`config.mk`:
```
export PLATFORM = sky130hd
export DESIGN_NAME = execute_muldiv
export DESIGN_NICKNAME = d
export VERILOG_FILES = /design/src/rtl/execute_muldiv.sv
export SDC_FILE = /design/constraint.sdc
export NUM_CORES = 2
export LEC_CHECK = 0
export CAP_MARGIN = 15
export CORE_ASPECT_RATIO = 1.4
export CORE_UTILIZATION = 45
export CTS_BUF_LIST = sky130_fd_sc_hd__clkbuf_8
export DETAILED_ROUTE_END_ITERATION = 6
export PLACE_DENSITY = 0.73
export SLEW_MARGIN = 20
export SYNTH_ARGS = -nofsm -noshare
export SYNTH_HDL_FRONTEND = slang
export SYNTH_SLANG_ARGS = --single-unit
```
`constraint.sdc`:
```
create_clock -name clk -period 37.2 [get_ports clk]
set_clock_uncertainty 0.05 [all_clocks]
set_input_delay 5.58 -clock clk [delete_from_list [all_inputs] [get_ports clk]]
set_output_delay 5.58 -clock clk [all_outputs]
set_load 0.05 [all_outputs]
```
`src/rtl/execute_muldiv.sv`:
```
// ---------------------------------------------------------------------------
// execute_muldiv
//   Multi-cycle RV64M/RV32M multiply/divide unit for the execute stage.
//   Accepts one operation at a time, iterates one bit per cycle (shift-add
//   multiply, restoring divide on magnitudes) and holds the result until the
//   memory stage takes it. Divide-by-zero and signed overflow finish after a
//   single cycle. flush aborts whatever is in flight.
//
// Ports
//   clk, reset            clock, asynchronous active-high reset
//   flush                 abort in-flight operation / drop held result
//   in_valid / in_ready   operation handshake
//   in_func, in_word      operation select (0..7) and word (W) mode
//   in_a, in_b, in_tag    operands and destination tag
//   out_valid / out_ready result handshake (out_ready low = stall)
//   out_result, out_tag   result and its tag
// ---------------------------------------------------------------------------
module execute_muldiv #(
    parameter int XLEN  = 64,
    parameter int TAG_W = 5
) (
    input  logic             clk,
    input  logic             reset,
    input  logic             flush,
    input  logic             in_valid,
    output logic             in_ready,
    input  logic [2:0]       in_func,
    input  logic             in_word,
    input  logic [XLEN-1:0]  in_a,
    input  logic [XLEN-1:0]  in_b,
    input  logic [TAG_W-1:0] in_tag,
    output logic             out_valid,
    input  logic             out_ready,
    output logic [XLEN-1:0]  out_result,
    output logic [TAG_W-1:0] out_tag
);

    localparam int CW = $clog2(XLEN + 1);
    localparam int PW = 2 * XLEN;
    localparam logic [XLEN-1:0] ONES_X = {XLEN{1'b1}};
    localparam logic [XLEN-1:0] ZERO_X = {XLEN{1'b0}};
    localparam logic [XLEN-1:0] MIN_X  = {1'b1, {(XLEN-1){1'b0}}};
    localparam logic [XLEN-1:0] MIN_W  = XLEN'($signed(32'h8000_0000));

    typedef enum logic [1:0] {IDLE = 2'd0, BUSY = 2'd1, DONE = 2'd2} state_e;

    function automatic logic [XLEN-1:0] neg_x(input logic [XLEN-1:0] v);
        return ~v + {{(XLEN-1){1'b0}}, 1'b1};
    endfunction

    function automatic logic [PW-1:0] neg_p(input logic [PW-1:0] v);
        return ~v + {{(PW-1){1'b0}}, 1'b1};
    endfunction

    function automatic logic [XLEN-1:0] sext_w(input logic [31:0] v);
        return XLEN'($signed(v));
    endfunction

    state_e            state_q;
    logic [2:0]        func_q;
    logic              word_q;
    logic [TAG_W-1:0]  tag_q;
    logic [CW-1:0]     cnt_q;
    logic              special_q;
    logic [XLEN-1:0]   spec_q;
    logic              neg_a_q, neg_b_q;
    logic [PW-1:0]     acc_q, mcand_q;
    logic [XLEN-1:0]   mplier_q, dvd_q, dsr_q, rem_q;
    logic              out_valid_q;
    logic [XLEN-1:0]   out_result_q;
    logic [TAG_W-1:0]  out_tag_q;

    // accept-time decode
    logic [2:0]        eff_func_s;
    logic              sgn_a_s, sgn_b_s, neg_a_s, neg_b_s;
    logic [XLEN-1:0]   ext_a_s, ext_b_s, mag_a_s, mag_b_s;
    logic              b_zero_s, ovf_s, special_s;
    logic [XLEN-1:0]   spec_val_s, dvd_init_s;
    logic [CW-1:0]     n_init_s;

    // per-iteration next state and final result
    logic [PW-1:0]     acc_d, mcand_d;
    logic [XLEN-1:0]   mplier_d, dvd_d, rem_d;
    logic [XLEN:0]     rem_sh_s;
    logic [XLEN-1:0]   rem_diff_s;
    logic              rem_ge_s;
    logic [PW-1:0]     prod_s;
    logic [XLEN-1:0]   quot_s, remv_s, raw_s, pick_s, result_s;

    assign in_ready   = (state_q == IDLE) && !flush;
    assign out_valid  = out_valid_q;
    assign out_result = out_result_q;
    assign out_tag    = out_tag_q;

    // Decode the presented operation: signedness, magnitudes, special cases.
    always_comb begin
        // W-mode MULH/MULHSU/MULHU collapse onto MULW
        if (in_word && (in_func != 3'd0) && !in_func[2]) begin
            eff_func_s = 3'd0;
        end else begin
            eff_func_s = in_func;
        end
        case (eff_func_s)
            3'd0, 3'd1, 3'd4, 3'd6: begin sgn_a_s = 1'b1; sgn_b_s = 1'b1; end
            3'd2:                   begin sgn_a_s = 1'b1; sgn_b_s = 1'b0; end
            default:                begin sgn_a_s = 1'b0; sgn_b_s = 1'b0; end
        endcase
        if (in_word) begin
            ext_a_s = sgn_a_s ? sext_w(in_a[31:0]) : XLEN'(in_a[31:0]);
            ext_b_s = sgn_b_s ? sext_w(in_b[31:0]) : XLEN'(in_b[31:0]);
        end else begin
            ext_a_s = in_a;
            ext_b_s = in_b;
        end
        neg_a_s  = sgn_a_s && ext_a_s[XLEN-1];
        neg_b_s  = sgn_b_s && ext_b_s[XLEN-1];
        mag_a_s  = neg_a_s ? neg_x(ext_a_s) : ext_a_s;
        mag_b_s  = neg_b_s ? neg_x(ext_b_s) : ext_b_s;
        b_zero_s = (ext_b_s == ZERO_X);
        ovf_s    = sgn_b_s && eff_func_s[2] && (ext_b_s == ONES_X)
                   && (ext_a_s == (in_word ? MIN_W : MIN_X));
        special_s = eff_func_s[2] && (b_zero_s || ovf_s);
        // func bit 1 separates REM* (6,7) from DIV* (4,5)
        if (b_zero_s) begin
            spec_val_s = eff_func_s[1] ? ext_a_s : ONES_X;
        end else if (ovf_s) begin
            spec_val_s = eff_func_s[1] ? ZERO_X : ext_a_s;
        end else begin
            spec_val_s = ZERO_X;
        end
        // left-align the dividend so the first n shifts consume it MSB first
        dvd_init_s = in_word ? (mag_a_s << (XLEN - 32)) : mag_a_s;
        n_init_s   = in_word ? CW'(32) : CW'(XLEN);
    end

    // One multiply or divide step plus the sign fix-up and result select.
    always_comb begin
        acc_d      = mplier_q[0] ? (acc_q + mcand_q) : acc_q;
        mcand_d    = {mcand_q[PW-2:0], 1'b0};
        mplier_d   = {1'b0, mplier_q[XLEN-1:1]};
        rem_sh_s   = {rem_q, dvd_q[XLEN-1]};
        rem_diff_s = rem_sh_s[XLEN-1:0] - dsr_q;
        rem_ge_s   = (rem_sh_s >= {1'b0, dsr_q});
        rem_d      = rem_ge_s ? rem_diff_s : rem_sh_s[XLEN-1:0];
        dvd_d      = {dvd_q[XLEN-2:0], rem_ge_s};
        prod_s     = (neg_a_q ^ neg_b_q) ? neg_p(acc_q) : acc_q;
        quot_s     = (neg_a_q ^ neg_b_q) ? neg_x(dvd_q) : dvd_q;
        remv_s     = neg_a_q ? neg_x(rem_q) : rem_q;
        case (func_q)
            3'd0:             raw_s = prod_s[XLEN-1:0];
            3'd1, 3'd2, 3'd3: raw_s = prod_s[PW-1:XLEN];
            3'd4, 3'd5:       raw_s = quot_s;
            default:          raw_s = remv_s;
        endcase
        pick_s   = special_q ? spec_q : raw_s;
        result_s = word_q ? sext_w(pick_s[31:0]) : pick_s;
    end

    // Control FSM, datapath registers and registered outputs.
    always_ff @(posedge clk or posedge reset) begin
        if (reset) begin
            state_q      <= IDLE;
            func_q       <= 3'd0;
            word_q       <= 1'b0;
            tag_q        <= {TAG_W{1'b0}};
            cnt_q        <= {CW{1'b0}};
            special_q    <= 1'b0;
            spec_q       <= ZERO_X;
            neg_a_q      <= 1'b0;
            neg_b_q      <= 1'b0;
            acc_q        <= {PW{1'b0}};
            mcand_q      <= {PW{1'b0}};
            mplier_q     <= ZERO_X;
            dvd_q        <= ZERO_X;
            dsr_q        <= ZERO_X;
            rem_q        <= ZERO_X;
            out_valid_q  <= 1'b0;
            out_result_q <= ZERO_X;
            out_tag_q    <= {TAG_W{1'b0}};
        end else if (flush) begin
            state_q     <= IDLE;
            cnt_q       <= {CW{1'b0}};
            out_valid_q <= 1'b0;
        end else begin
            case (state_q)
                IDLE: begin
                    if (in_valid) begin
                        state_q   <= BUSY;
                        func_q    <= eff_func_s;
                        word_q    <= in_word;
                        tag_q     <= in_tag;
                        special_q <= special_s;
                        spec_q    <= spec_val_s;
                        // special cases skip iteration and finalise next edge
                        cnt_q     <= special_s ? {CW{1'b0}} : n_init_s;
                        neg_a_q   <= neg_a_s;
                        neg_b_q   <= neg_b_s;
                        acc_q     <= {PW{1'b0}};
                        mcand_q   <= PW'(mag_a_s);
                        mplier_q  <= mag_b_s;
                        dvd_q     <= dvd_init_s;
                        dsr_q     <= mag_b_s;
                        rem_q     <= ZERO_X;
                    end
                end
                BUSY: begin
                    if (cnt_q != {CW{1'b0}}) begin
                        cnt_q <= cnt_q - CW'(1);
                        if (func_q[2]) begin
                            rem_q <= rem_d;
                            dvd_q <= dvd_d;
                        end else begin
                            acc_q    <= acc_d;
                            mcand_q  <= mcand_d;
                            mplier_q <= mplier_d;
                        end
                    end else begin
                        state_q      <= DONE;
                        out_valid_q  <= 1'b1;
                        out_result_q <= result_s;
                        out_tag_q    <= tag_q;
                    end
                end
                DONE: begin
                    if (out_ready) begin
                        state_q     <= IDLE;
                        out_valid_q <= 1'b0;
                    end
                end
                default: begin
                    state_q     <= IDLE;
                    out_valid_q <= 1'b0;
                end
            endcase
        end
    end

endmodule

```
==> key figures <==
GRT
  – Grt ovf: 0
  – Largest net degree at the start of global routing: 171
  – Vias in the first global route: 46.96k
  – Met2 usage in global routing: 0.5952
  – Met1 usage: 0.4116
  – Met3 Track Usage GR: 0.08991
  – Gr busiest metal: met2
  – Initial antenna violation count: 34
  – First-pass GRT wire length: 305.1 mm
  – Total GRT Usage: 0.3740

STA
  – Finish-stage setup viols: 0
  – Worst Setup Slack, final: 23.95 ns
  – Fmax: around 0.075 GHz
  – Slew of the pin with the lowest slew margin: roughly 1.3 ns
  – RSZ-0062 raised after global routing: false
  – Total negative slack: 0 ns
  – Worst slew margin: 0.1525
  – Fin. max-slew vios: 0
  – Post-layout min period: 13.25 ns
  – Fin. Hold Viols: 0
  – Tcrit/Tclk final: 0.3562

Power
  – Comb power frac: 0.574
  – Total power draw: ~4.5 mW
  – Leak pwr: 24.12 nW
  – Flop pwr share: 0.259
  – Pwr Density: 81.30 mW/mm2
  – Pint: ~2.1 mW
  – Net switching power: 2.337 mW
  – Worst vdd ir: approximately 0.054 mV
  – Clock group share of total power: 0.168
  – Switching share of power: 0.5233

Yosys
  – Gate count of the mapped netlist: 6,256
  – Post-synthesis instance area: 0.04913 mm2
  – Yosys cell types: 87
  – Area leader, netlist: dfrtp_1
  – Post-synth EDFFs: 0
  – Mapped Avg Cell Area: around 8 um2
  – Yosys reg bits: 667
  – Synth area leaders: dfrtp_1 (34%), o21ai_0 (8.3%), nand2_1 (7.4%), a21oi_1 (5.7%), ha_1 (5.1%)
  – Syn nets: 6,599
  – Synth warn: 0
  – Post-synth top area share: 0.3398
  – Asr flop ratio synth: 1.000
  – Sequential share of the synthesized area: 0.3398
  – Top_reg_cell synth: dfrtp_1

Critical path
  – R2R cell count: 10
  – Reg-to-reg startpoint: acc_q[31]$_DFFE_PP0P_
  – Critical Path RT: 31.57 ns
  – Crit path DAT: 7.62 ns
  – CP Capture Type: output port
  – Critical path origin: flush
  – CP Max Fanout: 8
  – Setup Crit Path Kind: input pin to output port
  – Crit path launch type: input pin

Floorplanning
  – Starting Density: 0.4531
  – Ports: 213
  – Row count: 143
  – Die Span X: 281.2 um
  – Die area: 0.1105 mm2
  – Die Span Y: 392.9 um
  – CORE AREA: 0.1084 mm2

Finish
  – Share of layout cells above drive strength 1: 0.05927
  – Layout area overhead: 11.81%
  – Final #Nets: 6,593
  – Design area: 0.05493 mm2
  – Layout fillers: 10.56k
  – Fin cells: 7,820

CTS
  – Clock buffer count from CTS: 111
  – Clk slew on worst S/H paths: 0.07 ns
  – # Post-CTS Setup Buffers: 0
  – Hold_buf cts: 0
  – Resize count post-CTS: 0
  – Worst-skew pair later-pin latency: between 0.8 and 0.9 ns
  – CTS tree: built
  – CTS Buffer Depth: 3
  – Number of H-tree levels: 3
  – CTS root buf: clkbuf_8
  – # clock sinks: approximately 670

Hold path
  – Worst Min Path Start: tag_q[0]$_DFFE_PP0P_
  – Hold Crit Class: flip-flop to flip-flop
  – Worst Hold Path Cells: 2

Route
  – Vias: 49.09k
  – Wire per inst: 26.64 um
  – Final Routed Wirelength: roughly 210 mm
  – Routed Antenna Nets: 0
  – First-pass DRT Iterations: 7
  – DRC violation total after the first TritonRoute iteration: about 5.5k
  – # DRC: 1
  – Via density: roughly 6.3

Placement
  – Routability cong.: 1.052
  – Place WS: 24.01 ns
  – IO Port Bufs: 212
  – Dpl hpwl: around 160 mm
  – Placed insts: 7,583
  – DP Area: 0.05227 mm2

Run status
  – Outcome: finished with violations
  – Failing checks: design-rule violations

Flow run
  – Max Cap Viol: 0
==> metrics by stage <==
stage               hold WS [ns]  utilization
global placement          0.4002       0.4821
CTS                       0.4162       0.5051
finish                    0.4216       0.5066
global route              0.4487       0.5063
detailed placement        0.4052       0.4821
floorplan                 0.3886            -
==> final timing paths <==
kind | slack (ns) | endpoint
setup reg to reg | 31.57 | out_result[22]$_DFFE_PP0P_
hold / removal | 0.42 | out_tag[0]$_DFFE_PP0P_
setup / recovery | 23.95 | in_ready
min in group asynchronous | 5.21 | tag_q[3]$_DFFE_PP0P_
max in group asynchronous | 29.49 | mcand_q[21]$_DFFE_PP0P_
hold reg to reg | 0.42 | out_tag[0]$_DFFE_PP0P_
==> layout make-up <==
cell class	count	area, um2	share of cell area
antenna	26	65.06	0.001184
timing repair buffer	294	2796	0.05091
clock inverter	66	549.3	0.01000
multi-input combinational	5034	30530	0.5558
tap	1450	1814	0.03303
inverter	142	540.5	0.009840
sequential	667	16690	0.3039
clock buffer	141	1941	0.03533
==> flip-flops by register name (all words and copies together), names as in the netlist, 3 cells and up <==
signal,flops
dsr_q,64
rem_q,64
mplier_q,64
func_q,3
mcand_q,128
spec_q,64
cnt_q,7
dvd_q,64
out_result,64
out_tag,5
tag_q,5
acc_q,128
==> cell families (layout without fill, tap and decap cells) <==
kind of cell    after synthesis  in the layout  synth area share
fa+ha+maj                   201            201           0.05150
compound gates             2087           2087            0.2552
mux                          95             95           0.01943
simple gates               2106           2106            0.1937
xor+xnor                    545            545           0.09717
buf+inv                     555            643           0.04320
flops                       667            667            0.3398
other cells                   0             26                 0
==> power by group through the flow <==
stage	Combinational [mW]	Clock [mW]	Sequential [mW]
after floorplan	1.46	0	1.20
after CTS	2.45	0.758	1.15
after global routing	2.69	0.784	1.18
after detailed placement	2.44	0	1.16
after global placement	2.42	0	1.15
final	2.56	0.748	1.15
==> critical path, stage by stage <==
cell             delay [ns]
clkdlybuf4s50_1        0.56
nor3_1                 0.42
buf_4                  0.25
clkdlybuf4s50_1        0.82
==> cells in the mapped netlist, types with 12 or more instances <==
cell / count
o31a_1: 13
o21bai_1: 38
a211oi_1: 45
a221oi_1: 57
nand4_1: 109
o31ai_1: 101
and2_1: 18
o211ai_1: 31
nor2_1: 471
clkbuf_1: 373
buf_2: 13
o21a_1: 27
ha_1: 199
a31oi_1: 43
nand2b_1: 40
xnor2_1: 279
or4_1: 42
nand2_1: 963
nor4_1: 52
nand3_1: 142
o221a_2: 34
nor2b_1: 22
or2_2: 19
o221ai_1: 38
o21ai_1: 23
a22o_1: 12
buf_1: 24
mux2i_1: 92
or3_1: 36
xor2_1: 266
o41ai_1: 38
inv_1: 141
a21o_1: 105
dfrtp_1: 667
o21ai_0: 813
and3_1: 22
a21oi_1: 559
o22ai_1: 31
nor3_1: 112
==> layout by cell type, fill, tap and decap left out, types with 34 or more instances in the layout <==
cell             instances
clkbuf_8               141
nand2b_1                38
o21ai_0                809
a21o_1                 105
xnor2_1                275
nand4_1                109
a21oi_1                556
inv_1                  169
or3_1                   35
o31ai_1                101
or4_1                   42
a211oi_1                42
nor2_1                 466
o21bai_1                38
xor2_1                 265
nand3_1                141
o221ai_1                38
ha_1                   199
o41ai_1                 38
o221a_2                 34
nand2_1                961
buf_4                   77
a221oi_1                57
dfrtp_1                665
a31oi_1                 43
nor3_1                 112
nor4_1                  51
mux2i_1                 92
clkdlybuf4s50_1        211
==> layer usage <==
metal | vias to the layer above | wire [um]
met2 | 2473 | 95140
met3 | 759 | 18140
met4 | 18 | 21520
met1 | 23350 | 73430
met5 | - | 108
li1 | 22480 | -
Note: power is estimated with default switching activity, not from simulation.
